===== src/rtl/tie_wire_pkg.sv =====
// Shared types and defaults for the TIE wire change queue between core0 and core1.
package tie_wire_pkg;

  localparam int TIE_WIRE_WIDTH = 50;
  localparam int TIE_DEPTH      = 4;
  localparam int TIE_CNT_W      = 8;

  typedef logic [TIE_WIRE_WIDTH-1:0] tie_word_t;

endpackage


===== src/rtl/tie_wire_fifo.sv =====
// Small FIFO with extra-MSB pointers: equal pointers mean empty, differing MSBs with equal low bits mean full.
module tie_wire_fifo
  import tie_wire_pkg::*;
#(
  parameter int WIDTH = TIE_WIRE_WIDTH,
  parameter int DEPTH = TIE_DEPTH
) (
  input  logic                     clk,
  input  logic                     rst,
  input  logic                     push,
  input  logic [WIDTH-1:0]         wdata,
  input  logic                     pop,
  output logic [WIDTH-1:0]         rdata,
  output logic                     empty,
  output logic                     full,
  output logic [$clog2(DEPTH):0]   level
);

  localparam int ADDR_W = $clog2(DEPTH);

  logic [ADDR_W:0]    wr_ptr_q, wr_ptr_d;
  logic [ADDR_W:0]    rd_ptr_q, rd_ptr_d;
  logic [WIDTH-1:0]   mem_q [DEPTH];
  logic [WIDTH-1:0]   mem_d [DEPTH];

  // Callers only assert push/pop when the operation is legal.
  always_comb begin
    wr_ptr_d = wr_ptr_q;
    rd_ptr_d = rd_ptr_q;
    mem_d    = mem_q;
    if (push) begin
      mem_d[wr_ptr_q[ADDR_W-1:0]] = wdata;
      wr_ptr_d = wr_ptr_q + (ADDR_W+1)'(1);
    end else begin
      wr_ptr_d = wr_ptr_q;
    end
    if (pop) begin
      rd_ptr_d = rd_ptr_q + (ADDR_W+1)'(1);
    end else begin
      rd_ptr_d = rd_ptr_q;
    end
  end

  always_ff @(posedge clk or posedge rst) begin
    if (rst) begin
      wr_ptr_q <= '0;
      rd_ptr_q <= '0;
      for (int i = 0; i < DEPTH; i++) begin
        mem_q[i] <= '0;
      end
    end else begin
      wr_ptr_q <= wr_ptr_d;
      rd_ptr_q <= rd_ptr_d;
      mem_q    <= mem_d;
    end
  end

  assign empty = (wr_ptr_q == rd_ptr_q);
  assign full  = (wr_ptr_q[ADDR_W] != rd_ptr_q[ADDR_W]) &&
                 (wr_ptr_q[ADDR_W-1:0] == rd_ptr_q[ADDR_W-1:0]);
  assign level = wr_ptr_q - rd_ptr_q;
  assign rdata = mem_q[rd_ptr_q[ADDR_W-1:0]];

endmodule


===== src/rtl/tie_wire_change_queue.sv =====
// Detects changes on core0's exported TIE state and queues them for core1's import wire,
// counting any change that arrives while the queue is full and not draining.
module tie_wire_change_queue
  import tie_wire_pkg::*;
#(
  parameter int WIDTH = TIE_WIRE_WIDTH,
  parameter int DEPTH = TIE_DEPTH,
  parameter int CNT_W = TIE_CNT_W
) (
  input  logic                     CLK,
  input  logic                     BReset,
  input  logic [WIDTH-1:0]         status_in,
  output logic [WIDTH-1:0]         control_out,
  output logic                     ctrl_valid,
  input  logic                     ctrl_ready,
  output logic [$clog2(DEPTH):0]   level,
  output logic                     overflow,
  output logic [CNT_W-1:0]         drop_count,
  input  logic                     clr_overflow
);

  logic [WIDTH-1:0] prev_q, prev_d;
  logic [WIDTH-1:0] control_out_q, control_out_d;
  logic             overflow_q, overflow_d;
  logic [CNT_W-1:0] drop_count_q, drop_count_d;

  logic             change_s, push_s, pop_s, drop_s;
  logic             fifo_empty_s, fifo_full_s;
  logic [WIDTH-1:0] head_s;

  tie_wire_fifo #(
    .WIDTH (WIDTH),
    .DEPTH (DEPTH)
  ) u_fifo (
    .clk   (CLK),
    .rst   (BReset),
    .push  (push_s),
    .wdata (status_in),
    .pop   (pop_s),
    .rdata (head_s),
    .empty (fifo_empty_s),
    .full  (fifo_full_s),
    .level (level)
  );

  // A full queue still accepts a change when the same edge frees a slot; there is no empty fall-through.
  always_comb begin
    change_s      = (status_in != prev_q);
    pop_s         = !fifo_empty_s && ctrl_ready;
    push_s        = change_s && (!fifo_full_s || pop_s);
    drop_s        = change_s && fifo_full_s && !pop_s;
    prev_d        = status_in;
    control_out_d = control_out_q;
    overflow_d    = overflow_q;
    drop_count_d  = drop_count_q;
    if (pop_s) begin
      control_out_d = head_s;
    end else begin
      control_out_d = control_out_q;
    end
    if (drop_s) begin
      overflow_d = 1'b1;
      if (clr_overflow) begin
        drop_count_d = CNT_W'(1);
      end else if (drop_count_q != {CNT_W{1'b1}}) begin
        drop_count_d = drop_count_q + CNT_W'(1);
      end else begin
        drop_count_d = drop_count_q;
      end
    end else if (clr_overflow) begin
      overflow_d   = 1'b0;
      drop_count_d = '0;
    end else begin
      overflow_d   = overflow_q;
      drop_count_d = drop_count_q;
    end
  end

  always_ff @(posedge CLK or posedge BReset) begin
    if (BReset) begin
      prev_q        <= '0;
      control_out_q <= '0;
      overflow_q    <= 1'b0;
      drop_count_q  <= '0;
    end else begin
      prev_q        <= prev_d;
      control_out_q <= control_out_d;
      overflow_q    <= overflow_d;
      drop_count_q  <= drop_count_d;
    end
  end

  assign control_out = control_out_q;
  assign ctrl_valid  = !fifo_empty_s;
  assign overflow    = overflow_q;
  assign drop_count  = drop_count_q;

endmodule


===== config.mk =====
export PLATFORM = sky130hd
export DESIGN_NAME = tie_wire_change_queue
export DESIGN_NICKNAME = d
export VERILOG_FILES = /design/src/rtl/tie_wire_pkg.sv /design/src/rtl/tie_wire_fifo.sv /design/src/rtl/tie_wire_change_queue.sv
export SDC_FILE = /design/constraint.sdc
export NUM_CORES = 1
export LEC_CHECK = 0
export BUFFER_PORTS_ARGS = -buffer_cell sky130_fd_sc_hd__buf_2
export CORE_ASPECT_RATIO = 1.75
export CORE_MARGIN = 2
export CORE_UTILIZATION = 42
export CTS_CLUSTER_DIAMETER = 80
export DETAILED_ROUTE_END_ITERATION = 16
export MAX_ROUTING_LAYER = met4
export PLACE_DENSITY_LB_ADDON = 0.1
export SYNTH_ARGS = -nofsm -noshare
export SYNTH_HDL_FRONTEND = slang
export SYNTH_SLANG_ARGS = --single-unit

===== constraint.sdc =====
create_clock -name CLK -period 20.4 [get_ports CLK]
set_clock_uncertainty 0.15 [all_clocks]
set_input_delay 2.04 -clock CLK [delete_from_list [all_inputs] [get_ports CLK]]
set_output_delay 2.04 -clock CLK [all_outputs]
set_load 0.02 [all_outputs]

==> results of run 1 <==
[layout make-up]
cell class,count,area [sq um],area share
well taps,405,506.7,0.03219
diodes,3,7.507,0.0004768
repair buffers,126,655.6,0.04164
multi-input cells,440,5619,0.3569
clock buffers,46,922.1,0.05857
inverters,8,37.54,0.002384
clock inverters,10,107.6,0.006835
flip-flops and latches,315,7888,0.5010
[flip-flops by register name, summed over array words and instances (netlist names)]
name and count:
control_out 50, drop_count 8, overflow 1, prev_q 50, u_fifo.mem_q 200, u_fifo.rd_ptr_q 3
u_fifo.wr_ptr_q 3
[cells in the mapped netlist, types with 2 or more instances]
library cell    n
nor3_1          3
mux2_4        154
nor2_1          6
clkbuf_1       12
mux2_2         99
nor4_1         12
and3_1          2
mux2_1          2
a21oi_1         2
mux4_2         50
nand2_1        13
inv_1           8
buf_1           7
nand4_1         2
dfrtp_1       315
xnor2_1         7
nor2b_1         3
or3_1           2
o21ai_0         2
xor2_1         49
nand3_1         8
ha_1            8
buf_6          21
nor2_4          4
[kinds of logic (layout without fill, tap and decap cells)]
family | count (synthesis) | after routing | synth area share
DFF | 315 | 315 | 0.5697
muxes | 306 | 306 | 0.3314
and+or+nand+nor | 62 | 62 | 0.02695
xor gates and xnor gates | 56 | 56 | 0.03545
buffers and inverters | 48 | 190 | 0.02441
adders and majority gates | 9 | 9 | 0.008681
AOI/OAI and AO/OA | 7 | 7 | 0.003436
other | 0 | 3 | 0
[layout by cell type, fill, tap and decap left out, types with 4 or more instances in the layout]
cell type	count
dfrtp_1	313
clkbuf_8	9
nand2_1	12
nor2_4	4
ha_1	8
xnor2_1	7
clkbuf_1	6
nand3_1	8
clkbuf_16	31
clkinv_2	6
inv_1	7
buf_2	116
nor4_1	12
mux2_2	99
buf_4	10
nor2_1	6
mux4_2	50
mux2_4	154
xor2_1	49
[worst min-delay path by stage]
| stage | cells past startpoint | to | slack [ns] |
|---|---|---|---|
| floorplan | 1 | u_fifo.wr_ptr_q[2] | 0.31 |
| global placement | 1 | u_fifo.rd_ptr_q[2] | 0.33 |
| detailed placement | 1 | u_fifo.rd_ptr_q[2] | 0.33 |
| CTS | 1 | u_fifo.rd_ptr_q[2] | 0.35 |
| global route | 1 | u_fifo.mem_q[49] | 0.36 |
| finish | 1 | u_fifo.rd_ptr_q[2] | 0.34 |
[worst max-delay path: stages]
cell and delay [ns]:
buf_2 0.14, xor2_1 0.18, nor4_1 0.52, nand4_1 0.29, nor4_4 1.06, nor2_4 0.34, buf_4 0.51, mux2_4 0.40
[power by group]
part / switching (mW) / leakage [nW] / internal (mW)
Clock: 0.241 / 0.514 / 0.336
Combinational: 0.489 / 2.85 / 0.708
Sequential: 0.168 / 3.72 / 0.905
[through the flow]
| stage | setup WS [ns] | hold slack [ns] | total power [mW] | utilization | std cells |
|---|---|---|---|---|---|
| finish | 15.15 | 0.3438 | 2.848 | 0.4814 | 1353 |
| CTS | 15.11 | 0.3483 | 2.894 | 0.4812 | 1350 |
| floorplan | 9.495 | 0.3117 | 2.036 | - | 803 |
| detailed placement | 14.54 | 0.3349 | 2.301 | 0.4497 | 1294 |
| global placement | 14.57 | 0.3311 | 2.282 | 0.4497 | 1294 |
| global route | 15.03 | 0.3590 | 3.021 | 0.4814 | 1353 |
[routing by layer]
layer	share of wire	up-vias	wire length [um]
met5	0	-	0
met4	0.019	0	569
met2	0.50	131	14840
met3	0.038	33	1119
met1	0.44	3741	13040
li1	-	3130	-
==> summary.md, run 1 <==
| Metric | Value |
|---|---|
| Outcome | complete, no violations |
| Synthesized area | 13840 sq um |
| CTS Hold Bufs | 0 |
| Final hold violation count | 0 |
| Fill count | between 2000 and 3000 |
| Async set or reset register ratio after synthesis | 1.000 |
| Setup violators final | 0 |
| RSZ-0062 raised after global routing | no |
| Element type at the critical path end | flip-flop |
| CTS tree | yes |
| Detailed Place HPWL | around 18000 um |
| Launching point of the worst reg2reg path | prev_q[5] |
| Avg Vias per Cell | 5.200 |
| Share of layout cells above drive strength 1 | 0.5196 |
| Syn Inst Count | 803 |
| First-pass GRT wire length | 47440 um |
| Share of the synthesized area in the top cell type | 0.5697 |
| Antenna Violating Nets Remaining | 0 |
| Final #Nets | just under 1000 |
| Net count after synthesis | between 800 and 900 |
| CTS Sinks | 315 |
| Starting density of the core | 0.4231 |
| Top FF cell, synth | dfrtp_1 |
| Grt peak-use layer | met2 |
| Worst setup path end | u_fifo.mem_q[26] |
| Core area | 32700 sq um |
| Number of global-route vias before repair | 7730 |
| Residual DRC | 0 |
| Synth-to-Final Area Change | 13.78% |
| Warnings from Yosys | 0 |
| Worst-Margin Slew | 1.189 ns |
| Placer Congestion | 0.7074 |
| Final instance area | between 15000 and 20000 sq um |
| WP data required | 20.69 ns |
| Clock Path Buffers | 3 |
| End of the worst register-to-register path | u_fifo.mem_q[26] |
| Peak supply drop | 0.1649 mV |
| Synth top area cells | dfrtp_1 (57%), mux2_4 (17%), mux4_2 (8.1%) |
| Synthesized area per cell | 17.23 sq um |
| Full die area | 34470 sq um |
| Synth area leader | dfrtp_1 |
| Pwr Density | 180.9 nW/um^2 |
| Worst relative slew slack | 0.2014 |
| Placed Area | 14710 sq um |
| Leak | 7.075 nW |
| EDFF count, synth | 0 |
| Register-to-register setup slack | 16.43 ns |
| Root buf cell | clkbuf_16 |
| Initial antenna violation count | 3 |
| Setup TNS | 0 ns |
| Port Buf Inserts | between 100 and 150 |
| Cts bufs inserted | 30 |
| # rows | 88 |
| Library cells used by synthesis | 36 |
| M3 GR Usage | 0.02350 |
| Post-CTS Setup Bufs | 0 |
| Max-slew violations | 0 |
| H-tree depth | 1 |
| Die W | 141.2 um |
| CP max FO | 38 |
| DR pass1 iterations | 4 |
| Global route overflow | 0 |
| Routed WL | 29570 um |
| Largest net degree at the start of global routing | 86 |
| Worst hold start | u_fifo.rd_ptr_q[2] |
| DIE HEIGHT | 244.1 um |
| #FFs+latches synth | 315 |
| Final worst path period share | 0.2573 |
| CP startpoint | status_in[5] |
| GR Layer Usage met1 | 0.2433 |
| GRT met2 Usage | 0.2990 |
| Clk slew on worst S/H paths | 0.06 ns |
| Worst Path Class, Setup | in -> reg |
| WL per Instance | between 20 and 25 um |
| Drt initial violations | 249 |
| Clk_lat worst skew | 0.56 ns |
| Post-CTS Resized | 0 |
| Crit path DAT | 5.54 ns |
| Vias | around 7000 |
| Max-Cap Viols | 0 |
| Post-synthesis sequential area ratio | 0.5697 |
| Startpoint type of the worst setup path | input pin |
| R2r worst-path depth | 7 |
| IO Pins | 117 |
| Worst Hold Class | reg -> reg |
| Fmax | about 190 MHz |
| Gr usage total | 0.1828 |
| Min Tclk post-route | 5.249 ns |
(Power assumes the default switching activity.)
==> run 2, diff against run 1 <==
--- a/config.mk
+++ b/config.mk
@@ -5,6 +5,7 @@
 export SDC_FILE = /design/constraint.sdc
 export NUM_CORES = 1
 export LEC_CHECK = 0
+export ABC_AREA = 1
 export BUFFER_PORTS_ARGS = -buffer_cell sky130_fd_sc_hd__buf_2
 export CORE_ASPECT_RATIO = 1.75
 export CORE_MARGIN = 2
==> constraint.sdc (replaced) <==
create_clock -name CLK -period 4.9 [get_ports CLK]
set_clock_uncertainty 0.15 [all_clocks]
set_input_delay 0.49 -clock CLK [delete_from_list [all_inputs] [get_ports CLK]]
set_output_delay 0.49 -clock CLK [all_outputs]
set_load 0.02 [all_outputs]
==> summary.md, run 2 <==
| Metric | Value |
|---|---|
| Startpoint type of the worst setup path | input pin |
| CTS Sinks | 315 (unchanged) |
| DP Worst Slack | 0.8366 ns (-13.70 ns) |
| Most frequent cells in the layout | nand2_1 (330), dfrtp_1 (313), nor2_1 (284) |
| Clk_lat worst skew | 0.56 ns (about the same) |
| Synth area leader | dfrtp_1 |
| Residual DRC | 0 (unchanged) |
| Placed Cells | 1977 (+53%) |
| Crit path DAT | 4.13 ns (-1.41 ns) |
| # rows | 87 (-1.1%) |
| Worst Path Class, Setup | in -> reg |
| Root buf cell | clkbuf_16 |
| Final hold violation count | 5 (+5) |
| CP startpoint | status_in[46] |
| Detailed Place HPWL | 20320 um (+13%) |
| Net count after synthesis | 1597 (+84%) |
| Warnings from Yosys | 0 (unchanged) |
| Total power | 10.94 mW (+280%) |
| Worst path bufs/invs | 4 (+2) |
| WP data required | 5.15 ns (-15.54 ns) |
| Max reg flops | 200 (unchanged) |
| Port Buf Inserts | 116 (unchanged) |
| Min Tclk post-route | 3.872 ns |
| Initial antenna violation count | 1 (-2) |
| Antenna Violating Nets Remaining | 0 (unchanged) |
| Avg Vias per Cell | 4.999 (-3.9%) |
| Slowest-stage cell, CP | buf_4 |
| Final worst setup slack | 1.028 ns (-14.12 ns) |
| Post-CTS Setup Bufs | 0 (unchanged) |
| Post-synthesis sequential area ratio | 0.5763 (+0.006671) |
| Gr usage total | 0.2095 (+0.02663) |
| Die W | 140.4 um (-0.56%) |
| Worst path cell trace | dlygate4sd3_1, buf_2, inv_1, nand2_1, nand2_1, nor2_1, nand2_1, nor2_1, nand2_1, nor2_1, nand2_1, nand3_4, buf_4, o21ai_0 |
| IO Pins | 117 (unchanged) |
| Async set or reset register ratio after synthesis | 1.000 (unchanged) |
| Share of layout cells above drive strength 1 | 0.1428 (-0.3768) |
| Synth Area in Simple Gates | 0.1827 (+0.1557) |
| Mux share of post-synthesis cell area | 0 (-0.3314) |
| Full die area | 34080 sq um (-1.1%) |
| Routed WL | 34150 um (+15%) |
| Placer Congestion | 0.8069 (+14%) |
| First-pass GRT wire length | 55800 um (+18%) |
| Worst relative slew slack | 0.3668 (+0.1654) |
| Library cells used by synthesis | 31 (-14%) |
| Xor/xnor cell area share of the yosys netlist | 0.01921 (-0.01623) |
| Worst setup path end | u_fifo.mem_q[131] |
| Outcome | finished with violations |
| Violated checks | hold timing |
| Post-route non-filler standard cell count | 2082 (+54%) |
| Commonest non-fill, non-tap cell in the layout | nand2_1 |
| Leak | 7.628 nW (+7.8%) |
| Core area | 32110 sq um (-1.8%) |
| WL per Instance | 16.40 um (-25%) |
| Max-Cap Viols | 0 (unchanged) |
| Largest reg by FF count | u_fifo.mem_q |
| Syn Inst Count | 1534 (+91%) |
| Most used cell, CP | nand2_1 |
| Launching point of the worst reg2reg path | prev_q[46] |
| Worst path depth | 14 (+6) |
| Largest stage delay, worst path | 0.64 ns (-0.42 ns) |
| Top FF cell, synth | dfrtp_1 |
| Post-CTS Resized | 0 (unchanged) |
| Register-to-register setup slack | 1.32 ns (-15.11 ns) |
| Library cell with the highest instance count after synthesis | nand2_1 |
| Fmax | 258.3 MHz |
| Number of global-route vias before repair | 10394 (+34%) |
| Synth cell count leaders | nand2_1 (330), dfrtp_1 (315), nor2_1 (284) |
| Clock Path Buffers | 3 (unchanged) |
| CTS tree | yes |
| Starting density of the core | 0.4259 (+0.002778) |
| Share of the synthesized area in the top cell type | 0.5763 (+0.006671) |
| Cts bufs inserted | 30 (unchanged) |
| Clk slew on worst S/H paths | 0.07 ns (about the same) |
| Setup violators final | 0 (unchanged) |
| R2r worst-path depth | 11 (+4) |
| Worst Hold Class | in -> async |
| Worst-Margin Slew | 0.9498 ns (-0.2392 ns) |
| Drt initial violations | 550 (+120%) |
| #FFs+latches synth | 315 (unchanged) |
| Vias | 10408 (+48%) |
| Synthesized area per cell | 8.916 sq um (-48%) |
| CP max FO | 72 (+89%) |
| Global route overflow | 0 (unchanged) |
| RSZ-0062 raised after global routing | no |
| Final worst path period share | 0.7901 |
| Fill count | 3118 (+11%) |
| Final #Nets | 1722 (+75%) |
| Adder-Cell Fraction of Synth Area | 0.008782 (+0.0001016) |
| DIE HEIGHT | 242.7 um (-0.57%) |
| Setup TNS | 0 ns (unchanged) |
| Pwr Density | 686.1 nW/um^2 (+280%) |
| Max-slew violations | 0 (unchanged) |
| Synth top area cells | dfrtp_1 (58%), nand2_1 (9.1%), o21ai_0 (8.8%) |
| Synthesized area | 13680 sq um (-1.2%) |
| Element type at the critical path end | flip-flop |
| Hold Slack | -0.02811 ns (-0.3720 ns) |
| H-tree depth | 1 (unchanged) |
| Combinational family with the most area after synthesis | simple AND/OR/NAND/NOR gates |
| DR pass1 iterations | 5 (+1) |
| Synth-to-Final Area Change | 16.58% |
| End of the worst register-to-register path | u_fifo.mem_q[131] |
| Synth Area in Compound Gates | 0.1501 (+0.1467) |
| EDFF count, synth | 0 (unchanged) |
| Largest net degree at the start of global routing | 141 (+64%) |
| Peak supply drop | 0.5867 mV (+260%) |
| Worst path top cell family by delay | simple AND/OR/NAND/NOR gates |
run 2: cell count changes after synthesis, sizes merged, moves of 85 or more:
cell	change
nand2	+318
o21ai	+301
nor2	+274
mux2	-255
inv	+85
run 2: cell families (layout without fill, tap and decap cells):
group / Yosys count / in the layout
AOI/OAI and AO/OA: 358 / 358
xor gates and xnor gates: 30 / 30
adders and majority gates: 9 / 9
buffers and inverters: 182 / 329
DFF: 315 / 315
other: 0 / 1
and+or+nand+nor: 640 / 640
run 2: repair_timing:
| action | CTS | global route |
|---|---|---|
| endpoints found under the hold margin | 50 | 0 |
| hold buffers | 50 | 0 |
| endpoints found under the setup margin | 0 | 0 |
run 2: report_power, final:
group / switching (mW) / internal (mW) / total, mW
logic: 2.85 / 1.42 / 4.27
registers: 0.621 / 3.70 / 4.32
clock network: 0.993 / 1.36 / 2.35
total: 4.46 / 6.48 / 10.9
run 2: tightest hold or removal path, delay by kind of cell:
family   cells  cell delay [ns]
buf+inv      3             0.67
run 2: area by class of cell:
| type | instances | area [sq um] | area share |
|---|---|---|---|
| multi-input combinational | 1037 | 4942 | 0.3100 |
| tap | 400 | 500.5 | 0.03139 |
| antenna | 1 | 2.502 | 0.0001569 |
| clock inverter | 6 | 58.81 | 0.003688 |
| inverter | 95 | 364.1 | 0.02284 |
| clock buffer | 48 | 939.7 | 0.05893 |
| sequential | 315 | 7888 | 0.4947 |
| timing repair buffer | 180 | 1249 | 0.07832 |
run 2: stage by stage:
| stage | hold slack, ns | utilization | cell area [sq um] |
|---|---|---|---|
| after floorplan | 0.2978 | - | 13680 |
| after global placement | 0.3089 | 0.4498 | 14440 |
| after detailed placement | 0.3125 | 0.4498 | 14440 |
| after CTS | 0.02945 | 0.4964 | 15940 |
| after global routing | 0.05676 | 0.4965 | 15940 |
| final | -0.02811 | 0.4965 | 15940 |
run 2: worst min path at each step:
stage	to	cells after the start	startpoint
6_report	drop_count[1]	3	BReset
3_3_place_gp	u_fifo.mem_q[30]	2	u_fifo.mem_q[30]
2_1_floorplan	u_fifo.mem_q[100]	2	u_fifo.mem_q[100]
5_1_grt	prev_q[22]	3	BReset
4_1_cts	prev_q[23]	3	BReset
3_5_place_dp	u_fifo.mem_q[46]	2	u_fifo.mem_q[46]
run 2: layer usage:
layer,track usage,vias up,share of wire
met3,0.02131,57,0.029
met5,-,-,0
met4,0.07249,0,0.033
met2,0.3617,163,0.50
li1,-,5186,-
met1,0.2561,5002,0.43
==> run 3, diff against run 2 <==
==> constraint.sdc (replaced) <==
create_clock -name CLK -period 3.6 [get_ports CLK]
set_clock_uncertainty 0.15 [all_clocks]
set_input_delay 0.36 -clock CLK [delete_from_list [all_inputs] [get_ports CLK]]
set_output_delay 0.36 -clock CLK [all_outputs]
set_load 0.02 [all_outputs]
==> summary.md, run 3 (synthesis results as in run 2) <==
| Metric | Value |
|---|---|
| Outcome | complete, no violations |
| IO Pins | 117 (unchanged) |
| Peak supply drop | 0.5857 mV (-0.16%) |
| Post-CTS Resized | 0 (unchanged) |
| Most used cell, CP | nand2_1 |
| Min Tclk post-route | 3.189 ns |
| Switching Share | 0.4063 (-0.001572) |
| Clock power frac | 0.226 (+0.011) |
| Avg Vias per Cell | 5.016 (+0.33%) |
| Worst-Margin Slew | 0.8153 ns (-0.1345 ns) |
| Routed WL | 34620 um (+1.4%) |
| Element type at the critical path end | flip-flop |
| Vias | 10493 (+0.82%) |
| Max-Cap Viols | 0 (unchanged) |
| Global route overflow | 0 (unchanged) |
| Detailed Place HPWL | 20910 um (+2.9%) |
| CTS Sinks | 315 (unchanged) |
| H-tree depth | 1 (unchanged) |
| Die W | 140.4 um (unchanged) |
| Largest net degree at the start of global routing | 101 (-28%) |
| Worst path cell trace | dlygate4sd3_1, buf_2, inv_1, nand2_1, nand2_1, nor2_1, nand2_1, nor2_1, nand2_1, nor2_1, nand2_1, nand3_4, buf_12, nand2_1, o21ai_0 |
| Starting density of the core | 0.4259 (unchanged) |
| RSZ-0062 raised after global routing | no |
| First-pass GRT wire length | 57150 um (+2.4%) |
| Max reg flops | 200 (unchanged) |
| Initial antenna violation count | 0 (-1) |
| Commonest non-fill, non-tap cell in the layout | nand2_1 |
| WP data required | 3.93 ns (-1.22 ns) |
| Worst Hold Class | in -> reg |
| # diodes | 0 (-1) |
| DP Worst Slack | 0.2545 ns (-0.5821 ns) |
| Share of layout cells above drive strength 1 | 0.1513 (+0.008528) |
| Clk slew on worst S/H paths | 0.07 ns (about the same) |
| Most frequent cells in the layout | nand2_1 (330), dfrtp_1 (313), nor2_1 (284) |
| Fill count | 3047 (-2.3%) |
| Root buf cell | clkbuf_16 |
| Largest reg by FF count | u_fifo.mem_q |
| DR pass1 iterations | 5 (unchanged) |
| Startpoint type of the worst setup path | input pin |
| Port Buf Inserts | 116 (unchanged) |
| Int Pwr | 9.090 mW (+40%) |
| Worst relative slew slack | 0.4565 (+0.08964) |
| Synth-to-Final Area Change | 18.35% |
| Full die area | 34080 sq um (unchanged) |
| Max-slew violations | 0 (unchanged) |
| Placer Congestion | 0.8176 (+1.3%) |
| Worst Path Class, Setup | in -> reg |
| Fmax | 313.5 MHz |
| CTS Hold Bufs | 52 (+4.0%) |
| CP max FO | 46 (-36%) |
| Clock Path Buffers | 3 (unchanged) |
| Setup TNS | 0 ns (unchanged) |
| WL per Instance | 16.55 um (+0.89%) |
| CTS tree | yes |
| Largest stage delay, worst path | 0.53 ns (-0.11 ns) |
| Total power | 15.31 mW (+40%) |
| Core area | 32110 sq um (unchanged) |
| Final hold violation count | 0 (-5) |
| Comb pwr share | 0.395 (+0.005) |
| Placed Cells | 1984 (+0.35%) |
| Antenna Violating Nets Remaining | 0 (unchanged) |
| Flop pwr share | 0.379 (-0.016) |
| Final #Nets | 1731 (+0.52%) |
| Final worst path period share | 0.8859 |
| Clk_lat worst skew | 0.57 ns (about the same) |
| Post-CTS Setup Bufs | 0 (unchanged) |
| DIE HEIGHT | 242.7 um (unchanged) |
| Final worst setup slack | 0.4107 ns (-0.6176 ns) |
| Cts bufs inserted | 30 (unchanged) |
| Residual DRC | 0 (unchanged) |
| Gr usage total | 0.2153 (+0.005877) |
| Drt initial violations | 523 (-4.9%) |
| Area of the multi-input gates | 4942 sq um (unchanged) |
| Leak | 7.720 nW (+1.2%) |
| Post-route non-filler standard cell count | 2092 (+0.48%) |
| Pwr Density | 945.8 nW/um^2 (+38%) |
| Reg area | 7888 sq um (unchanged) |
| # rows | 87 (unchanged) |
| Slowest-stage cell, CP | dlygate4sd3_1 |
| Number of global-route vias before repair | 10652 (+2.5%) |
| Net Sw Power | 6.220 mW (+39%) |
| Crit path DAT | 3.52 ns (-0.61 ns) |
| Setup violators final | 0 (unchanged) |
-- run 3: changes by cell type in the layout (fill, tap and decap cells not counted) --
cell and delta:
clkinv_4 +1, clkbuf_1 -7, clkinv_2 +2, bufinv_16 +4, inv_6 +1, clkinvlp_4 +8, dlygate4sd3_1 +2, buf_12 +7
diode_2 -1, clkbuf_8 -7
-- run 3: cell type report --
class | count | share of cell area
Inverter | 95 | 0.02249
Tap cell | 400 | 0.03092
Clock inverter | 22 | 0.01646
Multi-Input combinational cell | 1037 | 0.3053
Sequential cell | 315 | 0.4873
Clock buffer | 34 | 0.05048
Timing Repair Buffer | 189 | 0.08704
-- run 3: through the flow --
stage                 util  area (sq um)  hold WS (ns)
floorplan                -         13680        0.2414
global placement    0.4541         14580        0.2665
detailed placement  0.4541         14580        0.2705
CTS                 0.5041         16190       0.06356
global route        0.5041         16190        0.1166
finish              0.5041         16190       0.07910
-- run 3: worst max-delay path, delay by kind of cell --
kind | cells | cell delay, ns
buf+inv | 4 | 1.02
simple gates | 10 | 2.04
compound gates | 1 | 0.09
-- run 3: path summary, 6_finish.rpt --
path | from | endpoint | slack (ns) | depth (start not counted)
worst max-delay path | status_in[46] | u_fifo.mem_q[161] | 0.41 | 15
min in group asynchronous | BReset | control_out[43] | 0.23 | 3
worst max register to register | prev_q[46] | u_fifo.mem_q[161] | 0.58 | 12
worst min-delay path | clr_overflow | drop_count[4] | 0.08 | 4
worst min register to register | u_fifo.mem_q[17] | u_fifo.mem_q[17] | 0.33 | 2
max in group asynchronous | BReset | prev_q[37] | 2.23 | 4
-- run 3: power by group through the flow --
stage / clock network [mW] / logic [mW] / registers (mW)
after floorplan: 0 / 4.17 / 6.02
after global placement: 0 / 5.99 / 5.82
after detailed placement: 0 / 6.09 / 5.85
after CTS: 3.54 / 6.16 / 5.80
after global routing: 3.68 / 6.91 / 5.98
final: 3.46 / 6.05 / 5.80
-- run 3: routing by layer --
metal	wire length [um]	GRT usage	part of all wire	vias to the layer above
li1	-	-	-	5210
met1	14930	0.2654	0.43	5056
met2	17510	0.3691	0.51	181
met3	1240	0.02722	0.036	46
met4	941	0.06774	0.027	0
met5	0	-	0	-
